==> config.mk <==
export PLATFORM = sky130hd
export DESIGN_NAME = pe_operand_feeder
export DESIGN_NICKNAME = d
export VERILOG_FILES = /design/src/rtl/pe_feeder_pkg.sv /design/src/rtl/feeder_addr_gen.sv /design/src/rtl/pe_operand_feeder.sv
export SDC_FILE = /design/constraint.sdc
export NUM_CORES = 1
export LEC_CHECK = 0
export ABC_AREA = 1
export ABC_CLOCK_PERIOD_IN_PS = 2200
export CAP_MARGIN = 5
export CORE_MARGIN = 3
export CORE_UTILIZATION = 36
export CTS_BUF_LIST = sky130_fd_sc_hd__clkbuf_8
export CTS_CLUSTER_SIZE = 16
export DETAILED_ROUTE_END_ITERATION = 8
export PLACE_DENSITY = 0.79
export RECOVER_POWER = 100
export SLEW_MARGIN = 40
export SYNTH_ARGS = -nofsm -noshare
export SYNTH_HDL_FRONTEND = slang
export SYNTH_SLANG_ARGS = --single-unit
==> constraint.sdc <==
create_clock -name clk -period 2.2 [get_ports clk]
set_input_delay 0.44 -clock clk [delete_from_list [all_inputs] [get_ports clk]]
set_output_delay 0.44 -clock clk [all_outputs]
set_load 0.005 [all_outputs]
==> src/rtl/pe_feeder_pkg.sv <==
// Shared definitions for the PE operand feeder: default widths and FSM state encoding.
// Ports: none (package only).
// Imported by pe_operand_feeder and feeder_addr_gen.
package pe_feeder_pkg;

  localparam int FEEDER_DATA_WIDTH = 32;  // IEEE-754 single operands/results
  localparam int FEEDER_ADDR_WIDTH = 10;  // operand memory address width
  localparam int FEEDER_LEN_WIDTH  = 8;   // dot-product length field width

  typedef enum logic [1:0] {
    IDLE     = 2'd0,
    STREAM   = 2'd1,
    DRAIN    = 2'd2,
    WAIT_RES = 2'd3
  } feeder_state_t;

endpackage

==> src/rtl/feeder_addr_gen.sv <==
// Beat counter and A/B address accumulators for one dot-product command; flags first/last beat.
// Ports: clk/clr, load (latch a new command), advance (one read issued), bases/step/len in,
//        a_addr/b_addr (current read addresses), first/last (current read is beat 0 / final beat).
module feeder_addr_gen
  import pe_feeder_pkg::*;
#(
  parameter int ADDR_WIDTH = FEEDER_ADDR_WIDTH,
  parameter int LEN_WIDTH  = FEEDER_LEN_WIDTH
) (
  input  logic                  clk,
  input  logic                  clr,
  input  logic                  load,
  input  logic                  advance,
  input  logic [ADDR_WIDTH-1:0] a_base,
  input  logic [ADDR_WIDTH-1:0] b_base,
  input  logic [ADDR_WIDTH-1:0] b_step,
  input  logic [LEN_WIDTH-1:0]  len,
  output logic [ADDR_WIDTH-1:0] a_addr,
  output logic [ADDR_WIDTH-1:0] b_addr,
  output logic                  first,
  output logic                  last
);

  logic [ADDR_WIDTH-1:0] step_q;
  logic [LEN_WIDTH-1:0]  remain;  // reads still to issue after the current one

  always_ff @(posedge clk) begin
    if (clr) begin
      a_addr <= '0;
      b_addr <= '0;
      step_q <= '0;
      remain <= '0;
      first  <= 1'b0;
    end else if (load) begin
      a_addr <= a_base;
      b_addr <= b_base;
      step_q <= b_step;
      remain <= len - LEN_WIDTH'(1);
      first  <= 1'b1;
    end else if (advance) begin
      // Addresses wrap naturally at 2^ADDR_WIDTH.
      a_addr <= a_addr + ADDR_WIDTH'(1);
      b_addr <= b_addr + step_q;
      remain <= remain - LEN_WIDTH'(1);
      first  <= 1'b0;
    end
  end

  assign last = (remain == '0);

endmodule

==> src/rtl/pe_operand_feeder.sv <==
// Streams cmd_len A/B operand pairs from two 1-cycle-latency memories into a PE and returns its result.
// Ports: cmd_* command handshake; a_rd_*/b_rd_* memory read ports; pe_* operand stream and PE result;
//        res_valid/res_data/res_empty/busy result and status. Optional macro FEEDER_STRIDE_EN enables cmd_b_stride.
module pe_operand_feeder
  import pe_feeder_pkg::*;
#(
  parameter int DATA_WIDTH = FEEDER_DATA_WIDTH,
  parameter int ADDR_WIDTH = FEEDER_ADDR_WIDTH,
  parameter int LEN_WIDTH  = FEEDER_LEN_WIDTH
) (
  input  logic                  clk,
  input  logic                  clr,
  input  logic                  cmd_valid,
  output logic                  cmd_ready,
  input  logic [ADDR_WIDTH-1:0] cmd_a_base,
  input  logic [ADDR_WIDTH-1:0] cmd_b_base,
  input  logic [ADDR_WIDTH-1:0] cmd_b_stride,
  input  logic [LEN_WIDTH-1:0]  cmd_len,
  output logic                  a_rd_en,
  output logic [ADDR_WIDTH-1:0] a_rd_addr,
  input  logic [DATA_WIDTH-1:0] a_rd_data,
  output logic                  b_rd_en,
  output logic [ADDR_WIDTH-1:0] b_rd_addr,
  input  logic [DATA_WIDTH-1:0] b_rd_data,
  output logic                  pe_start,
  output logic                  pe_valid,
  output logic                  pe_last,
  output logic [DATA_WIDTH-1:0] pe_a,
  output logic [DATA_WIDTH-1:0] pe_b,
  input  logic [DATA_WIDTH-1:0] pe_c,
  input  logic                  pe_output_valid,
  output logic                  res_valid,
  output logic [DATA_WIDTH-1:0] res_data,
  output logic                  res_empty,
  output logic                  busy
);

  feeder_state_t state, state_nxt;

  logic                  accept;
  logic                  load;
  logic                  take_res;
  logic                  res_done;    // result already captured during DRAIN
  logic                  first_beat;
  logic                  last_beat;
  logic [ADDR_WIDTH-1:0] b_step;

`ifdef FEEDER_STRIDE_EN
  assign b_step = cmd_b_stride;
`else
  assign b_step = ADDR_WIDTH'(1);
  // Stride input has no effect in the fixed-increment build.
  logic unused_stride;
  assign unused_stride = ^cmd_b_stride;
`endif

  assign accept   = cmd_valid && cmd_ready;
  assign load     = accept && (cmd_len != '0);
  // The PE may answer as early as the cycle after the last read; accept it from DRAIN on.
  assign take_res = pe_output_valid && !res_done && ((state == DRAIN) || (state == WAIT_RES));

  always_ff @(posedge clk) begin
    if (clr) begin
      state <= IDLE;
    end else begin
      state <= state_nxt;
    end
  end

  always_comb begin
    state_nxt = state;
    cmd_ready = 1'b0;
    busy      = 1'b1;
    a_rd_en   = 1'b0;
    b_rd_en   = 1'b0;
    case (state)
      IDLE: begin
        cmd_ready = 1'b1;
        busy      = 1'b0;
        if (load) state_nxt = STREAM;
      end
      STREAM: begin
        a_rd_en = 1'b1;
        b_rd_en = 1'b1;
        if (last_beat) state_nxt = DRAIN;
      end
      DRAIN:    state_nxt = WAIT_RES;
      WAIT_RES: if (take_res || res_done) state_nxt = IDLE;
      default:  state_nxt = IDLE;
    endcase
  end

  feeder_addr_gen #(
    .ADDR_WIDTH (ADDR_WIDTH),
    .LEN_WIDTH  (LEN_WIDTH)
  ) u_addr_gen (
    .clk     (clk),
    .clr     (clr),
    .load    (load),
    .advance (a_rd_en),
    .a_base  (cmd_a_base),
    .b_base  (cmd_b_base),
    .b_step  (b_step),
    .len     (cmd_len),
    .a_addr  (a_rd_addr),
    .b_addr  (b_rd_addr),
    .first   (first_beat),
    .last    (last_beat)
  );

  // Beat flags trail the reads by one cycle to line up with the returning memory data.
  always_ff @(posedge clk) begin
    if (clr) begin
      pe_valid  <= 1'b0;
      pe_start  <= 1'b0;
      pe_last   <= 1'b0;
      res_valid <= 1'b0;
      res_data  <= '0;
      res_empty <= 1'b0;
      res_done  <= 1'b0;
    end else begin
      pe_valid  <= a_rd_en;
      pe_start  <= a_rd_en && first_beat;
      pe_last   <= a_rd_en && last_beat;
      res_valid <= 1'b0;
      if (accept && (cmd_len == '0)) begin
        res_valid <= 1'b1;
        res_data  <= '0;
        res_empty <= 1'b1;
      end
      if (take_res) begin
        res_valid <= 1'b1;
        res_data  <= pe_c;
        res_empty <= 1'b0;
      end
      if (state_nxt == IDLE) begin
        res_done <= 1'b0;
      end else if (take_res) begin
        res_done <= 1'b1;
      end
    end
  end

  // Operands pass through bit-exact; zeroed between beats.
  assign pe_a = pe_valid ? a_rd_data : '0;
  assign pe_b = pe_valid ? b_rd_data : '0;

endmodule

### Word-level counts from Yosys, hierarchy flattened

Cells that the tools add are included.

* equal/unequal tests: 3
* reductions and logical operators: 19
* mux-type cells: 21
* add/subtract/negate cells: 4

Operators by type and width (count)
* $mux 32: 4
* $mux 10: 4
* $logic_not 8->1: 2
* $mux 8: 2
* $sub 8x1->8 const B: 2
* $add 10x1->10: 1
* $add 10x1->10 const B: 1
* $pmux 2 s4: 1
* $reduce_bool 8->1: 1
* $logic_and 1x1->1: 7
* $mux 1: 7
* $mux 2: 3
* $eq 2x2->1 const B: 2
* $logic_not 2->1: 2
* $reduce_bool 2->1: 2
* $reduce_or 2->1: 2
* $eq 2x1->1 const B: 1
* $logic_or 1x1->1: 2
* $logic_not 1->1: 1

* flip-flop bits (word level): 70
* output and inout bits: 125
* input bits: 138
* logic and storage cells: 60

### Longest topological paths before layout

* word-level depth: 8
* gate-level depth with buffers: 14
* mapped depth without buffers: 14

### By module

A second synthesis with hierarchy kept.

* cells, all modules: 669
* area, all modules: 4529.3 um^2

By module, submodules not included
* feeder_addr_gen: area each 2414.8 um^2, times used 1, seq. area each 780.7 um^2, cells each 340
* pe_operand_feeder: area each 2114.5 um^2, times used 1, seq. area each 800.8 um^2, cells each 329

### Worst setup path after synthesis

OpenSTA, ideal clock, no wires.

* kind: input to register
* start: input cmd_len[1]
* end: register u_addr_gen.remain[6]
* buffers on the path: 0
* arrival time: 1647 ps
* setup time: 119 ps
* setup slack: 434 ps
* stages on the path: 13
* required time: 2081 ps
* cell sequence: nor2_1 -> nand2_1 -> o21ai_4 -> inv_2 -> nand2_1 -> nand2_1 -> inv_1 -> ha_1 -> nand2_1 -> nor2_2 -> nand2_1 -> nand3_1 -> a21oi_1

* word-level cells in the longest chain between the ends: 3
* elaborated cells between the ends (all ways): 5
* those cells by class: add/sub: 1; mux: 1; reduce/logical: 3

Ends and longest elaborated chain
* start, declared: line pe_operand_feeder.sv:18 `input logic [LEN_WIDTH-1:0] cmd_len,`
* branches (longest 3 deep; another with $sub 8x1->8)
* end signal, assigned: line feeder_addr_gen.sv:38 `remain <= len - LEN_WIDTH'(1);`
* end signal, assigned: line feeder_addr_gen.sv:44 `remain <= remain - LEN_WIDTH'(1);`
* end, declared: line feeder_addr_gen.sv:25 `logic [LEN_WIDTH-1:0] remain;`

Several ways; the timed one is not identified.
A chain may end at the register's enable or synchronous reset.

### Final worst setup path

* start: register pe_valid
* end: output pe_b[22]

* word-level cells in the longest chain between the ends: 1

Ends and longest elaborated chain
* start, declared: line pe_operand_feeder.sv:26 `output logic pe_valid,`
* start signal, assigned: line pe_operand_feeder.sv:122 `pe_valid <= a_rd_en;`
* $mux 32: line pe_operand_feeder.sv:146 `assign pe_b = pe_valid ? b_rd_data : '0;`
* end, declared: line pe_operand_feeder.sv:29 `output logic [DATA_WIDTH-1:0] pe_b,`

No other way between the ends.

==> reports/metrics.json <==
{
  "run_status": {
    "status": "finished clean"
  },
  "floorplan": {
    "io_pins": 263,
    "floorplan.die_area_mm2": 0.0118,
    "rows": 36,
    "initial_utilization_pct": 37.8,
    "area_of_the_core_mm2": 0.0100,
    "dieWidth_um": 109,
    "dieHeight_um": 109
  },
  "timing": {
    "max_freq_mhz": 478,
    "layout_min_cycle_time_ns": 2.09,
    "final_number_of_setup_violating_endpoints": 0,
    "worstMarginPinSlew_ns": 0.552,
    "slew_violations": 0,
    "relative_max_transition_margin_pct": 62.9,
    "setup_total_negative_slack_ns": 0,
    "final_min_period_over_clock_period_pct": 95.1,
    "finalHoldViolations": 0,
    "setup_clock_skew_after_layout_ns": 0.0109,
    "unrepaired_setup_endpoints_after_global_routing": "false"
  },
  "global_route": {
    "global_route_wire_length_before_repair_mm": 22.1,
    "grt_start_max_net_pins": 66,
    "antenna_violations_before_repair": 0,
    "grt_remaining_overflow": 0,
    "number_of_global_route_vias_before_repair": 4549,
    "globalRouteTotalUtil_pct": 23.7
  },
  "clock_tree": {
    "h-tree-depth": 3,
    "cts_max_path_buffers": 2,
    "post_cts_setup_inserts": 0,
    "cts_inserted_buffers": 9,
    "number_of_resized_instances_in_the_post_cts_repair_step": 0,
    "tritoncts": "yes",
    "cts_hold_buffers": 0,
    "clk_pin_slew_worst_setup_hold_paths_ns": 0.07,
    "clkLatencyLatePin_ns": 0.35,
    "cts.sink_count": 70,
    "cts_root_buf": "clkbuf_8"
  },
  "power": {
    "power.static_leakage_nw": 3.44,
    "total_power_mw": 5.71,
    "cellPowerDensity_mw_per_mm2": 850,
    "vdd.ir_drop.worst_mv": 0.675
  },
  "logic_synthesis": {
    "basic_gate_share_of_the_synthesized_area_counting_and_or_nand_and_nor_cells_pct": 31.1,
    "synth_top_family_by_area": "simple AND/OR/NAND/NOR gates",
    "synth_enable_flop_cells": 0,
    "synth_seq_area_share_pct": 37.0,
    "area_fraction_in_compound_gates_after_synthesis_pct": 15.2,
    "synth.top_cells.by_count": "nand2_1, inv_1, dfxtp_1, a21oi_1, o21ai_0",
    "yosysWarningCount": 0,
    "xor_and_xnor_area_share_after_synthesis_pct": 0.695,
    "synthDominantAreaCellType": "dfxtp_1",
    "yosys_register_bits": 70,
    "ys_async_sr_fraction_pct": 0,
    "syn_area_per_cell_um2": 6.35,
    "ys.flop_type": "dfxtp_1",
    "yosysMostFrequentCell": "nand2_1",
    "synth_cell_area_mm2": 0.00378,
    "synth_top_area_share_pct": 37.0,
    "netlist-cell-type-count": 37,
    "synth.net_count": 738,
    "synthTopCellsByArea": "dfxtp_1, nand2_1, inv_1, a21oi_1, o21ai_0",
    "netlist_instances": 596,
    "synthesized_area_fraction_occupied_by_adder_cells_pct": 1.32,
    "synth.area.mux_share_pct": 0
  },
  "setup_path": {
    "critPathCaptureType": "output pin",
    "cp-start-kind": "flop",
    "timing_worst_setup_path_type": "flop to output pin",
    "crit_chain": "clkbuf_16 > nand2_1 > inv_1 > dlygate4sd3_1",
    "cp_slowest_stage_delay_ns": 0.58,
    "worst_path_max_delay_cell": "dlygate4sd3_1",
    "cp_top_family": "buffers and inverters",
    "timing.critical_path.arrival_ns": 1.65,
    "path_max_fanout": 32,
    "worst_ep_required_ns": 1.76,
    "critPathBufInv": 3
  },
  "drt": {
    "drtIter0Drc": 308,
    "viasPerCell": 4.74,
    "drt_pass1_iterations": 4,
    "detail_route.drc_violations": 0,
    "vias_after_detailed_routing": 4692,
    "wire_per_inst_um": 14.7,
    "routed_wirelength_mm": 14.5,
    "detail-route-antenna-nets": 0
  },
  "worst_hold_path": {
    "hold_path.class": "input pin to flop"
  },
  "cells_and_area": {
    "layout-drive-gt1-share_pct": 6.31,
    "final_util_pct": 67.1,
    "net_count_of_the_finished_layout": 993,
    "antenna-diode-count": 0,
    "area_growth_syn_to_layout_pct": 77.5,
    "final-instance-count-excl-fill": 989
  },
  "placement": {
    "port_buffers": 252,
    "dp.cells": 972,
    "gp_congestion": 0.811,
    "dp.final_hpwl_mm": 11.3
  },
  "flow_run": {
    "max-cap-violations": 0
  }
}
-- final timing paths --
| kind | start | to | slack [ns] | depth (start not counted) |
|---|---|---|---|---|
| hold reg to reg | u_addr_gen.first | pe_start | 0.45 | 2 |
| setup / recovery | pe_valid | pe_b[22] | 0.11 | 4 |
| hold / removal | clr | pe_valid | 0.36 | 2 |
| setup reg to reg | state[0] | u_addr_gen.b_addr[3] | 0.24 | 9 |
-- metal layers --
| metal | routed length (um) | GRT usage [%] | up-vias |
|---|---|---|---|
| met5 | 0 | 0 | - |
| met2 | 7230 | 41.4 | 199 |
| met4 | 611 | 12.4 | 0 |
| met3 | 1510 | 9.61 | 43 |
| li1 | - | - | 2328 |
| met1 | 5170 | 24.1 | 2122 |
-- state kept, by name, summed over array words and instances, names as in the netlist --
signal and flops:
u_addr_gen.first 1, res_empty 1, res_data 32, pe_start 1, u_addr_gen.remain 8, pe_last 1, u_addr_gen.a_addr 10, res_done 1
pe_valid 1, u_addr_gen.b_addr 10, u_addr_gen.step_q 1, res_valid 1, state 2
-- cell families after synthesis --
family / after synthesis
compound gates: 101
xor+xnor: 3
fa+ha+maj: 4
buf+inv: 137
flops: 70
simple gates: 281
-- placed cells by master, fill, tap and decap left out, types with 3 or more instances in the layout --
cell / count
nand2_1: 211
clkdlybuf4s50_1: 146
dlygate4sd3_1: 105
inv_1: 104
dfxtp_1: 69
a21oi_1: 49
nor2_1: 32
o21ai_0: 30
nand3_1: 16
buf_4: 12
clkbuf_8: 9
a31oi_1: 7
o211ai_1: 6
nand3b_1: 4
ha_1: 4
nor2_2: 3
inv_2: 3
nand2_4: 3
nand2_2: 3
or2_2: 3
buf_12: 3
clkbuf_1: 3
-- worst register-to-register path, stage by stage, from the launching register on --
cell and delay [ns]:
dfxtp_1 0.34, nor2_2 0.19, inv_2 0.10, nor2_8 0.14, o21ai_4 0.10, inv_2 0.06
clkbuf_2 0.38, nand2_1 0.13, clkbuf_4 0.17, a221oi_1 0.25
-- layout make-up --
cell class / count / area, um^2
Clock buffer: 9 / 124
Clock inverter: 7 / 90.1
Fill cell: 858 / 3290
Inverter: 107 / 402
Multi-Input combinational cell: 389 / 1810
Sequential cell: 70 / 1400
Tap cell: 133 / 166
Timing Repair Buffer: 274 / 2720
-- through the flow --
step	instance area, um^2	worst slack, ns	hold WS [ns]
after CTS	6720	0.0816	0.309
final	6710	0.107	0.359
after floorplan	3780	0.434	0.428
after detailed placement	6510	-0.113	0.439
after global placement	6510	-0.0449	0.446
after global routing	6710	0.0111	0.348
-- power breakdown --
| group | total, mW | switching, mW | internal, mW | leakage [nW] |
|---|---|---|---|---|
| Clock | 1.13 | 0.499 | 0.632 | 0.110 |
| Combinational | 2.83 | 1.47 | 1.36 | 2.76 |
| Sequential | 1.74 | 0.214 | 1.53 | 0.572 |
| Total | 5.71 | 2.18 | 3.52 | 3.44 |
Power figures use the tool's default switching activity.
